### src/rtl/multi_debounce_pkg.sv
// Shared helpers and types for the multi-channel debouncer.
// Width helpers are evaluated at elaboration time only.
package multi_debounce_pkg;

    function automatic int clog2(input int value);
        int r;
        r = 0;
        for (int v = value - 1; v > 0; v = v >> 1) begin
            r++;
        end
        return r;
    endfunction

    function automatic int max3(input int a, input int b, input int c);
        int m;
        m = (a > b) ? a : b;
        return (m > c) ? m : c;
    endfunction

    // First long-press pulse, then periodic repeats, or finished for this press.
    typedef enum logic [1:0] {
        HP_FIRST  = 2'd0,
        HP_REPEAT = 2'd1,
        HP_DONE   = 2'd2
    } hold_phase_t;

endpackage

### src/rtl/debounce_channel.sv
// One debounced channel: two-flop synchroniser, debounce counter,
// registered press/release pulses and long-press/auto-repeat pulses.
module debounce_channel
    import multi_debounce_pkg::*;
#(
    parameter int unsigned DEBOUNCE_CYCLES = 524288,
    parameter int unsigned HOLD_CYCLES     = 0,
    parameter int unsigned REPEAT_CYCLES   = 0,
    parameter bit          ACTIVE_LOW      = 1'b0
) (
    input  logic clk,
    input  logic rst_n,
    input  logic raw,
    output logic level,
    output logic press,
    output logic released,
    output logic hold
);

    localparam int DEB_W  = clog2(int'(DEBOUNCE_CYCLES));
    localparam int HOLD_W = clog2(max3(int'(HOLD_CYCLES), int'(REPEAT_CYCLES), 2));
    localparam bit HOLD_EN = (HOLD_CYCLES > 0);
    localparam bit REP_EN  = (REPEAT_CYCLES > 0);
    localparam logic [DEB_W-1:0]  DEB_MAX  = DEB_W'(DEBOUNCE_CYCLES - 1);
    localparam logic [HOLD_W-1:0] HOLD_TGT = HOLD_W'(HOLD_EN ? HOLD_CYCLES - 1 : 0);
    localparam logic [HOLD_W-1:0] REP_TGT  = HOLD_W'(REP_EN ? REPEAT_CYCLES - 1 : 0);

    logic [1:0]        sync_q;
    logic              s;
    logic [DEB_W-1:0]  deb_cnt_q, deb_cnt_d;
    logic [HOLD_W-1:0] hold_cnt_q, hold_cnt_d;
    hold_phase_t       phase_q, phase_d;
    logic              level_d, press_d, released_d, hold_d;

    assign s = sync_q[1] ^ ACTIVE_LOW;

    always_ff @(posedge clk or negedge rst_n) begin
        if (!rst_n) begin
            // Sync flops park at the inactive raw level so leaving reset is not an edge.
            sync_q     <= {2{ACTIVE_LOW}};
            deb_cnt_q  <= '0;
            hold_cnt_q <= '0;
            phase_q    <= HP_FIRST;
            level      <= 1'b0;
            press      <= 1'b0;
            released   <= 1'b0;
            hold       <= 1'b0;
        end else begin
            // NOTE: non-blocking assignments so every flop samples pre-edge values.
            sync_q     <= {sync_q[0], raw};
            deb_cnt_q  <= deb_cnt_d;
            hold_cnt_q <= hold_cnt_d;
            phase_q    <= phase_d;
            level      <= level_d;
            press      <= press_d;
            released   <= released_d;
            hold       <= hold_d;
        end
    end

    always_comb begin
        // NOTE: every output of this block gets a default first, so no latch is inferred.
        deb_cnt_d  = deb_cnt_q + 1'b1;
        level_d    = level;
        press_d    = 1'b0;
        released_d = 1'b0;
        hold_d     = 1'b0;
        hold_cnt_d = hold_cnt_q;
        phase_d    = phase_q;

        if (s == level) begin
            deb_cnt_d = '0;
        end else if (deb_cnt_q == DEB_MAX) begin
            deb_cnt_d  = '0;
            level_d    = !level;
            press_d    = !level;
            released_d = level;
        end

        // Hold timing only runs while the level is, and stays, active; a release wins over a hold.
        if (!level || !level_d) begin
            hold_cnt_d = '0;
            phase_d    = HP_FIRST;
        end else if (HOLD_EN && phase_q != HP_DONE) begin
            if (hold_cnt_q == ((phase_q == HP_REPEAT) ? REP_TGT : HOLD_TGT)) begin
                hold_d     = 1'b1;
                hold_cnt_d = '0;
                phase_d    = REP_EN ? HP_REPEAT : HP_DONE;
            end else begin
                hold_cnt_d = hold_cnt_q + 1'b1;
            end
        end
    end

endmodule

### src/rtl/multi_debounce.sv
// N-channel debouncer: one independent debounce_channel per input bit,
// outputs concatenated per channel.
module multi_debounce
    import multi_debounce_pkg::*;
#(
    parameter int unsigned N               = 4,
    parameter int unsigned DEBOUNCE_CYCLES = 524288,
    parameter int unsigned HOLD_CYCLES     = 0,
    parameter int unsigned REPEAT_CYCLES   = 0,
    parameter bit          ACTIVE_LOW      = 1'b0
) (
    input  logic         Clk,
    input  logic         Rst_n,
    input  logic [N-1:0] Input,
    output logic [N-1:0] State,
    output logic [N-1:0] Press,
    output logic [N-1:0] Release,
    output logic [N-1:0] Hold
);

    for (genvar i = 0; i < int'(N); i++) begin : g_ch
        debounce_channel #(
            .DEBOUNCE_CYCLES(DEBOUNCE_CYCLES),
            .HOLD_CYCLES    (HOLD_CYCLES),
            .REPEAT_CYCLES  (REPEAT_CYCLES),
            .ACTIVE_LOW     (ACTIVE_LOW)
        ) u_ch (
            .clk     (Clk),
            .rst_n   (Rst_n),
            .raw     (Input[i]),
            .level   (State[i]),
            .press   (Press[i]),
            .released(Release[i]),
            .hold    (Hold[i])
        );
    end

endmodule

### config.mk
export PLATFORM = sky130hd
export DESIGN_NAME = multi_debounce
export DESIGN_NICKNAME = d
export VERILOG_FILES = /design/src/rtl/multi_debounce_pkg.sv /design/src/rtl/debounce_channel.sv /design/src/rtl/multi_debounce.sv
export SDC_FILE = /design/constraint.sdc
export NUM_CORES = 1
export LEC_CHECK = 0
export ABC_AREA = 1
export CAP_MARGIN = 20
export CORE_MARGIN = 10
export CORE_UTILIZATION = 33
export CTS_BUF_LIST = sky130_fd_sc_hd__clkbuf_4 sky130_fd_sc_hd__clkbuf_8 sky130_fd_sc_hd__clkbuf_16
export DETAILED_ROUTE_END_ITERATION = 10
export PLACE_DENSITY_LB_ADDON = 0.1
export SYNTH_ARGS = -nofsm -noshare
export SYNTH_HDL_FRONTEND = slang
export SYNTH_SLANG_ARGS = --single-unit
### constraint.sdc
create_clock -name Clk -period 1.82 [get_ports Clk]
set_clock_uncertainty 0.1 [all_clocks]
set_input_delay 0.455 -clock Clk [delete_from_list [all_inputs] [get_ports Clk]]
set_output_delay 0.455 -clock Clk [all_outputs]
set_load 0.05 [all_outputs]
==> results_dict.tcl <==
set metrics [dict create \
    outcome "finished, final reports clean" \
    worst-path-max-fanout 10 \
    design_area_sq_um 5620 \
    cp_data_arrival_time_ps 1810 \
    ios 22 \
    coreArea_sq_um 14500 \
    setup_viol 0 \
    fp.dieW_um 142 \
    row_count 44 \
    cellLeakagePower_nw 2.49 \
    grt_remaining_overflow 0 \
    seq_area_frac_synth_pct 49.1 \
    cp_slowest_cell "dfrtp_1" \
    first_pass_iters 5 \
    layout_setup_ws_ps 142 \
    initial_core_util_pct 33.7 \
    layoutNonFillerInstCount 805 \
    drc 0 \
    cts.sinks 96 \
    endpoint "g_ch[3].u_ch.deb_cnt_q[11]$_DFF_PN0_" \
    clk_pin_slew_ps 60 \
    reg2reg_setup_slack_ps 140 \
    routed_via_density 4.60 \
    syn_area_sq_um 4890 \
    period_needed_ps 1680 \
    area_growth_pct 14.9 \
    tns_ps 0 \
    syn_inst 592 \
    path_cells "ha_1, nand2_1, nor2_2, nand2_2, nor2_4, nand3_4, nand2_4, nor2_1" \
    reg2reg_from "g_ch[3].u_ch.deb_cnt_q[0]$_DFF_PN0_" \
    drive_above_1_share_pct 11.0 \
    post_dp_cell_area_sq_um 5330 \
    clk_latency_ps 350 \
    grt_pass1_wl_mm 17.8 \
    drt_wl_total_mm 10.0 \
    fill_cells 1484 \
    hold_class "flop to flop" \
    r2r_end "g_ch[3].u_ch.deb_cnt_q[11]$_DFF_PN0_" \
    avgSynthCellArea_sq_um 8.27 \
    crit_path_start_kind "flop" \
    post-place-cells 789 \
    max_freq_mhz 596 \
    antenna_found_initial 0 \
    cts_setup_buffers 0 \
    powerDensity_nw_per_um2 744 \
    htreeDepth 3 \
    final_cell_mix "nor2_1, nand2_1, dfrtp_1" \
    die_h_um 142 \
    rsz0062_at_grt "no" \
    synth.ff_latch_count 96 \
    diodes 0 \
    via_count 3703 \
    cts_buffers 9 \
    postRouteAntennaNets 0 \
    final_common_cell "nor2_1" \
    crit_path_start "g_ch[3].u_ch.deb_cnt_q[0]$_DFF_PN0_" \
    dp_hpwl_mm 7.46 \
    peakVddDrop_uv 594 \
    path_class "flop to flop" \
    drt-wirelength-per-cell_um 12.5 \
    cp-end-kind "flop" \
    cts_tree "done" \
    grt_pass1_vias 3632 \
    grt_max_degree 27 \
    first_iter_violations 178 \
    layout.nets 627 \
    finalMaxSlewViolations 0 \
    root_buffer "clkbuf_16" \
    required_ps 1960 \
    slowest_delay_ps 390 \
    yosysUniqueCellTypes 25 \
    ys_warn_count 0 \
    clockBufferDepth 2 \
    cap_violations 0 \
    finalHoldViolations 0 \
    r2r_cells 8 \
    grt_usage_pct 10.8 \
    gp_congestion 0.844 \
    port_buffers 17 \
    die_area_sq_um 20100 \
    fin_crit_sh_pct 92.2 \
    pre_cts_ws_ps 129 \
]
[layer usage]
metal,up-vias,wire length (um),track usage (%)
li1,1907,-,-
met2,64,4370,15.7
met5,-,0,0
met1,1723,5070,14.8
met4,0,128,3.55
met3,9,454,3.64
[worst max-delay path: cells and delay by family, from the launching register on]
| kind | cells | cell delay, ps |
|---|---|---|
| flip-flops | 1 | 390 |
| adder cells (fa/ha/maj) | 1 | 210 |
| AND/OR/NAND/NOR | 7 | 850 |
[power by group]
| group | leakage (nW) | switching, mW | total [mW] | internal, mW |
|---|---|---|---|---|
| Sequential | 1.31 | 0.0286 | 2.19 | 2.16 |
| Clock | 0.136 | 0.800 | 1.81 | 1.01 |
| Combinational | 1.04 | 0.128 | 0.189 | 0.0612 |
[state kept, by name, summed over array words and instances (netlist names)]
signal               cells
g_ch.u_ch.deb_cnt_q     76
g_ch.u_ch.sync_q         8
g_ch.u_ch.level          4
g_ch.u_ch.press          4
g_ch.u_ch.released       4
[cells by family after synthesis]
family	synth area share, %
buffers and inverters	6.83
other	0.0766
and+or+nand+nor	33.7
adders and majority gates	1.02
DFF	49.1
AOI/OAI and AO/OA	3.07
xor gates and xnor gates	6.26
[per-stage QoR]
step	power, mW	utilization, %	hold WS (ps)
2_1_floorplan	2.32	-	59.4
3_3_place_gp	2.42	36.7	234
3_5_place_dp	2.43	36.7	240
4_1_cts	4.28	38.7	255
5_1_grt	4.39	38.7	268
6_report	4.19	38.7	252
[repair_timing]
action / 4_1_cts / 5_1_grt
hold buffers: 1 / 0
endpoints found under the hold margin: 21 / 0
gates resized for setup: 0 / 1
endpoints found under the setup margin: 0 / 1
[synth_stat cells, drive strengths merged]
cell	instances	area share [%]
o21bai	6	0.92
nor2	155	13
xor2	24	4.3
nand4	20	2.6
nor3b	4	0.61
buf	16	2.5
xnor2	11	2.0
inv	57	4.4
conb	1	0.077
a211oi	4	0.61
a21oi	9	0.92
nor3	10	1.4
nand2	126	11
o21ai	6	0.61
ha	4	1.0
nand3b	3	0.46
nand3	40	5.1
dfrtp	96	49
[area by class of cell]
class | instances | area, sq um | area share [%]
repair buffers | 27 | 328 | 5.83
multi-input cells | 426 | 2170 | 38.6
clock buffers | 13 | 262 | 4.65
inverters | 57 | 214 | 3.80
flip-flops and latches | 96 | 2400 | 42.7
clock inverters | 2 | 16.3 | 0.289
well taps | 184 | 230 | 4.09
[worst min path at each step]
stage	cells after the start	endpoint	start
2_1_floorplan	0	g_ch[0].u_ch.deb_cnt_q[0]$_DFF_PN0_	Rst_n
3_3_place_gp	0	g_ch[0].u_ch.sync_q[1]$_DFF_PN0_	g_ch[0].u_ch.sync_q[0]$_DFF_PN0_
3_5_place_dp	0	g_ch[0].u_ch.sync_q[1]$_DFF_PN0_	g_ch[0].u_ch.sync_q[0]$_DFF_PN0_
4_1_cts	0	g_ch[0].u_ch.sync_q[1]$_DFF_PN0_	g_ch[0].u_ch.sync_q[0]$_DFF_PN0_
5_1_grt	0	g_ch[2].u_ch.sync_q[1]$_DFF_PN0_	g_ch[2].u_ch.sync_q[0]$_DFF_PN0_
6_report	0	g_ch[0].u_ch.sync_q[1]$_DFF_PN0_	g_ch[0].u_ch.sync_q[0]$_DFF_PN0_
Note: power is estimated with default switching activity, not from simulation.
==> RTL change 1, RTL diff (same settings) <==
Register the output `Press`, without a reset; this adds one clock of latency there. The other outputs are not delayed to match.
--- a/src/rtl/multi_debounce.sv
+++ b/src/rtl/multi_debounce.sv
@@ -20,2 +20,4 @@
 
+    logic [N-1:0] Press_d;
+
     for (genvar i = 0; i < int'(N); i++) begin : g_ch
@@ -31,3 +33,3 @@
             .level   (State[i]),
-            .press   (Press[i]),
+            .press   (Press_d[i]),
             .released(Release[i]),
@@ -37,2 +39,6 @@
 
+    always_ff @(posedge Clk) begin
+        Press <= Press_d;
+    end
+
 endmodule
Formal check against the unedited RTL: no difference found for any inputs over 10 cycles, from zero or initial values and one cycle with Rst_n low; that may be too few to reach the edited logic, so the function may still have changed.
==> RTL change 1 against the unedited design <==
Core utilization grew 0.95 points. Critical path type unchanged. Clock power grew 22%. Setup slack lost 0.016 ns. Routed wire length shrank 0.40%. Critical path depth is the same. Sequential share of layout area grew 0.20 points. Maximum frequency shrank 0.94%. Die area grew 0.88%. Cell area grew 2.8%. Area after synthesis grew 1.0%. Power grew 11%. Sequential cell count grew 4.
==> RTL change 1: results (changes against the unedited design) <==
| Metric | Value |
|---|---|
| Pre-CTS WS | `0.102 ns (-0.0269 ns)` |
| Max Freq | `590 MHz (-0.94%)` |
| Met1 Wirelength | `4.87 mm (-4.0%)` |
| Status | `finished, final reports clean` |
| Worst-case vdd ir drop | `0.000529 V (-11%)` |
| Tot GR Track Use | `0.104 (-0.00402)` |
| Met1 Resource Use GR | `0.139 (-0.00968)` |
| Vias/cell | `4.54 (-1.3%)` |
| Post-synthesis adder-cell area fraction | `0.0101 (-0.000103)` |
| DRT Pass-1 Iters | `4 (-1)` |
| Crit path from | `g_ch[2].u_ch.deb_cnt_q[0]` |
| Fin nets | `635 (+1.3%)` |
| Post-synthesis xor/xnor area fraction | `0.0620 (-0.000634)` |
| Routed met2 length | `4.59 mm (+5.1%)` |
| First-pass GRT wire length | `17.3 mm (-2.8%)` |
| Syn_area_per_cell | `8.35 um^2 (+1.0%)` |
| Vias in the first global route | `3567 (-1.8%)` |
| Seq/Total Area, Yosys | `0.502 (+0.0112)` |
| Power of the sequential group | `2.28 mW (+4%)` |
| Gate power share | `0.039 (-0.006)` |
| Worst R2R Setup Slack | `0.13 ns (-0.02 ns)` |
| CP peak stage delay | `0.42 ns (+0.03 ns)` |
| Share of layout cells above drive strength 1 | `0.122 (+0.0127)` |
| Synth area leaders | `dfrtp_1 49%, nor2_1 11%, nand2_1 8.8%, inv_1 4.3%, xor2_1 4.3%` |
| Largest net degree at the start of global routing | `97 (+260%)` |
| Worst hold path class | `in2async` |
| Initial DRC count | `216 (+21%)` |
-- RTL change 1: changes by cell type in the layout (fill, tap and decap cells not counted), sizes merged --
| cell | change |
|---|---|
| clkinv | +1 |
| clkbuf | -4 |
| dlygate4sd3 | -1 |
| dfxtp | +4 |
| bufinv | +3 |
| nand2 | +1 |
| buf | +4 |
| clkinvlp | +1 |
-- RTL change 1: area by class of cell --
cell class	instances	area, um^2
clock buffer	9	225
clock inverter	7	115
sequential	100	2480
fill	1453	8800
tap	184	230
multi-input combinational	427	2220
timing repair buffer	30	298
inverter	57	214
-- RTL change 1: timing repair --
item                       CTS  global route
setup endpoints to repair    0            28
resized for setup            0             7
buffers inserted             0             7
-- RTL change 1: cells by family (layout without fill, tap and decap cells) --
group,after synthesis,after routing
xor+xnor,35,35
other cells,1,4
buf+inv,69,103
fa+ha+maj,4,4
flops,100,100
simple gates,358,359
compound gates,25,25
==> RTL change 2, RTL diff (same settings) <==
Made on the original files. `DEBOUNCE_CYCLES` is set to 524288 in 2 places; all go to 262144.
--- a/src/rtl/debounce_channel.sv
+++ b/src/rtl/debounce_channel.sv
@@ -5,3 +5,3 @@
 #(
-    parameter int unsigned DEBOUNCE_CYCLES = 524288,
+    parameter int unsigned DEBOUNCE_CYCLES = 262144,
     parameter int unsigned HOLD_CYCLES     = 0,
--- a/src/rtl/multi_debounce.sv
+++ b/src/rtl/multi_debounce.sv
@@ -6,3 +6,3 @@
     parameter int unsigned N               = 4,
-    parameter int unsigned DEBOUNCE_CYCLES = 524288,
+    parameter int unsigned DEBOUNCE_CYCLES = 262144,
     parameter int unsigned HOLD_CYCLES     = 0,
Behaviour: no difference found for any inputs over 10 cycles, from zero or initial values and one cycle with Rst_n low; that may be too few to reach the edited logic, so the function may still have changed.
==> RTL change 2 against the unedited design <==
Area after synthesis decreased by 0.79%. Routed wire length decreased by 7.5%. Setup slack improved by 0.040 ns. Power increased by 1.7%. Sequential cell count decreased by 4. Clock power increased by 9%. Cell area decreased by 0.29%. Largest cell class unchanged.
==> RTL change 2: results (changes against the unedited design) <==
| Metric | Value |
|---|---|
| Share of layout cells above drive strength 1 | `0.174 (+0.0649)` |
| Post-Route WL | `9.27 mm (-7.5%)` |
| Worst R2R Setup Slack | `0.18 ns (+0.04 ns)` |
| Leakage | `2.25 nW (-9.7%)` |
| Hold Crit Start | `g_ch[3].u_ch.sync_q[0]` |
| Setup Viol. Count Final | `0 (unchanged)` |
| Detail Placement HPWL | `6.88 mm (-7.8%)` |
| Clk_lat worst skew | `0.35 ns (about the same)` |
| Worst Path Arrival | `1.77 ns (-0.04 ns)` |
| Post-CTS Setup Inserts | `0 (unchanged)` |
| Worst-case clock buffer depth | `2 (unchanged)` |
| Seq/Total Area, Yosys | `0.474 (-0.0167)` |
| Port Buffers | `17 (unchanged)` |
| Initial DRC count | `249 (+40%)` |
| Status | `finished, final reports clean` |
| Fin nets | `607 (-3.2%)` |
| H-tree lvl count | `3 (unchanged)` |
| Worst-case vdd ir drop | `0.000451 V (-24%)` |
| Top Registers | `g_ch.u_ch.deb_cnt_q: 72 flops, g_ch.u_ch.sync_q: 8 flops` |
| Largest net degree at the start of global routing | `26 (-3.7%)` |
| GPL Wtd Cong | `0.809 (-4.1%)` |
| CP Max Fanout | `10 (unchanged)` |
| Worst hold stages | `0 (unchanged)` |
| Synth area leaders | `dfrtp_1 47%, nand2_1 9.9%, nor2_1 8.8%, xor2_1 4.7%, nor2_2 4.1%` |
| Crit path launch type | `register` |
| Vias in the first global route | `3329 (-8.3%)` |
| Worst flop-to-flop path startpoint | `g_ch[1].u_ch.deb_cnt_q[0]` |
| Vias | `3438 (-7.2%)` |
| Dominant synthesized flop cell | `dfrtp_1` |
| Capturing point of the worst reg2reg path | `g_ch[1].u_ch.deb_cnt_q[11]` |
| Yosys cell types | `25 (unchanged)` |
| First-pass GRT wire length | `16.4 mm (-7.9%)` |
| Tot GR Track Use | `0.0998 (-0.00864)` |
| Hold Path Sink | `g_ch[3].u_ch.sync_q[1]` |
| DRT Pass-1 Iters | `4 (-1)` |
| Top cells by count, synth | `128 x nand2_1, 114 x nor2_1, 92 x dfrtp_1` |
| Tmin final | `1.64 ns (-0.0395 ns)` |
==> RTL change 2: changes by cell type after synthesis, sizes merged, moves of 5 or more <==
cell | before | now
inv | 57 | 52
nand4 | 20 | 6
a21oi | 9 | 4
and2 | 0 | 6
nand2 | 126 | 140
nand3 | 40 | 32
==> RTL change 2: cell families (layout without fill, tap and decap cells) <==
| family | Yosys count | count (layout) | share of synthesized area |
|---|---|---|---|
| AOI/OAI and AO/OA | 18 | 18 | 0.0216 |
| DFF | 92 | 92 | 0.474 |
| xor gates and xnor gates | 38 | 38 | 0.0685 |
| and+or+nand+nor | 354 | 354 | 0.360 |
| buffers and inverters | 68 | 92 | 0.0649 |
| other | 1 | 4 | 0.000772 |
| adders and majority gates | 4 | 4 | 0.0103 |
==> RTL change 2: layout make-up <==
type | instances | area (um^2)
inverters | 52 | 195
clock buffers | 15 | 283
repair buffers | 24 | 318
multi-input cells | 418 | 2250
well taps | 184 | 230
fillers | 1460 | 8870
flip-flops and latches | 92 | 2300
clock inverters | 1 | 30.0
==> RTL change 2: routing by layer <==
layer | global-route usage | up-vias | wire [um]
met1 | 0.134 | 1592 | 4630
met3 | 0.0307 | 10 | 409
li1 | - | 1794 | -
met2 | 0.146 | 42 | 4070
met5 | 0 | - | 0
met4 | 0.0408 | 0 | 157
==> RTL change 2: metrics by stage <==
stage | instance area [um^2] | instances | hold slack, ns | total power, mW
final | 5610 | 786 | 0.256 | 4.26
after global routing | 5610 | 786 | 0.263 | 4.47
after CTS | 5610 | 786 | 0.258 | 4.36
after detailed placement | 5290 | 769 | 0.236 | 2.33
after global placement | 5290 | 769 | 0.233 | 2.33
after floorplan | 4870 | 578 | 0.0594 | 2.24
==> RTL change 2: report_power, final <==
| part | switching [mW] | total (mW) | leakage, nW | internal, mW |
|---|---|---|---|---|
| clock network | 0.766 | 1.97 | 0.158 | 1.20 |
| registers | 0.0285 | 2.10 | 1.26 | 2.08 |
| logic | 0.127 | 0.184 | 0.832 | 0.0572 |
| total | 0.922 | 4.26 | 2.25 | 3.33 |
==> RTL change 2: what timing repair did <==
item                       CTS  global route
hold buffers                 1             0
setup endpoints to repair    0             0
hold endpoints to repair    22             0
==> RTL change 2: worst max-delay path: stages (launching register included) <==
cell and delay (ns):
dfrtp_1 0.43, ha_1 0.22, nand2_2 0.10, nor2_4 0.13
nand2_2 0.11, nor2_4 0.11, nand3_4 0.13, nand2_8 0.16
nor2_2 0.05
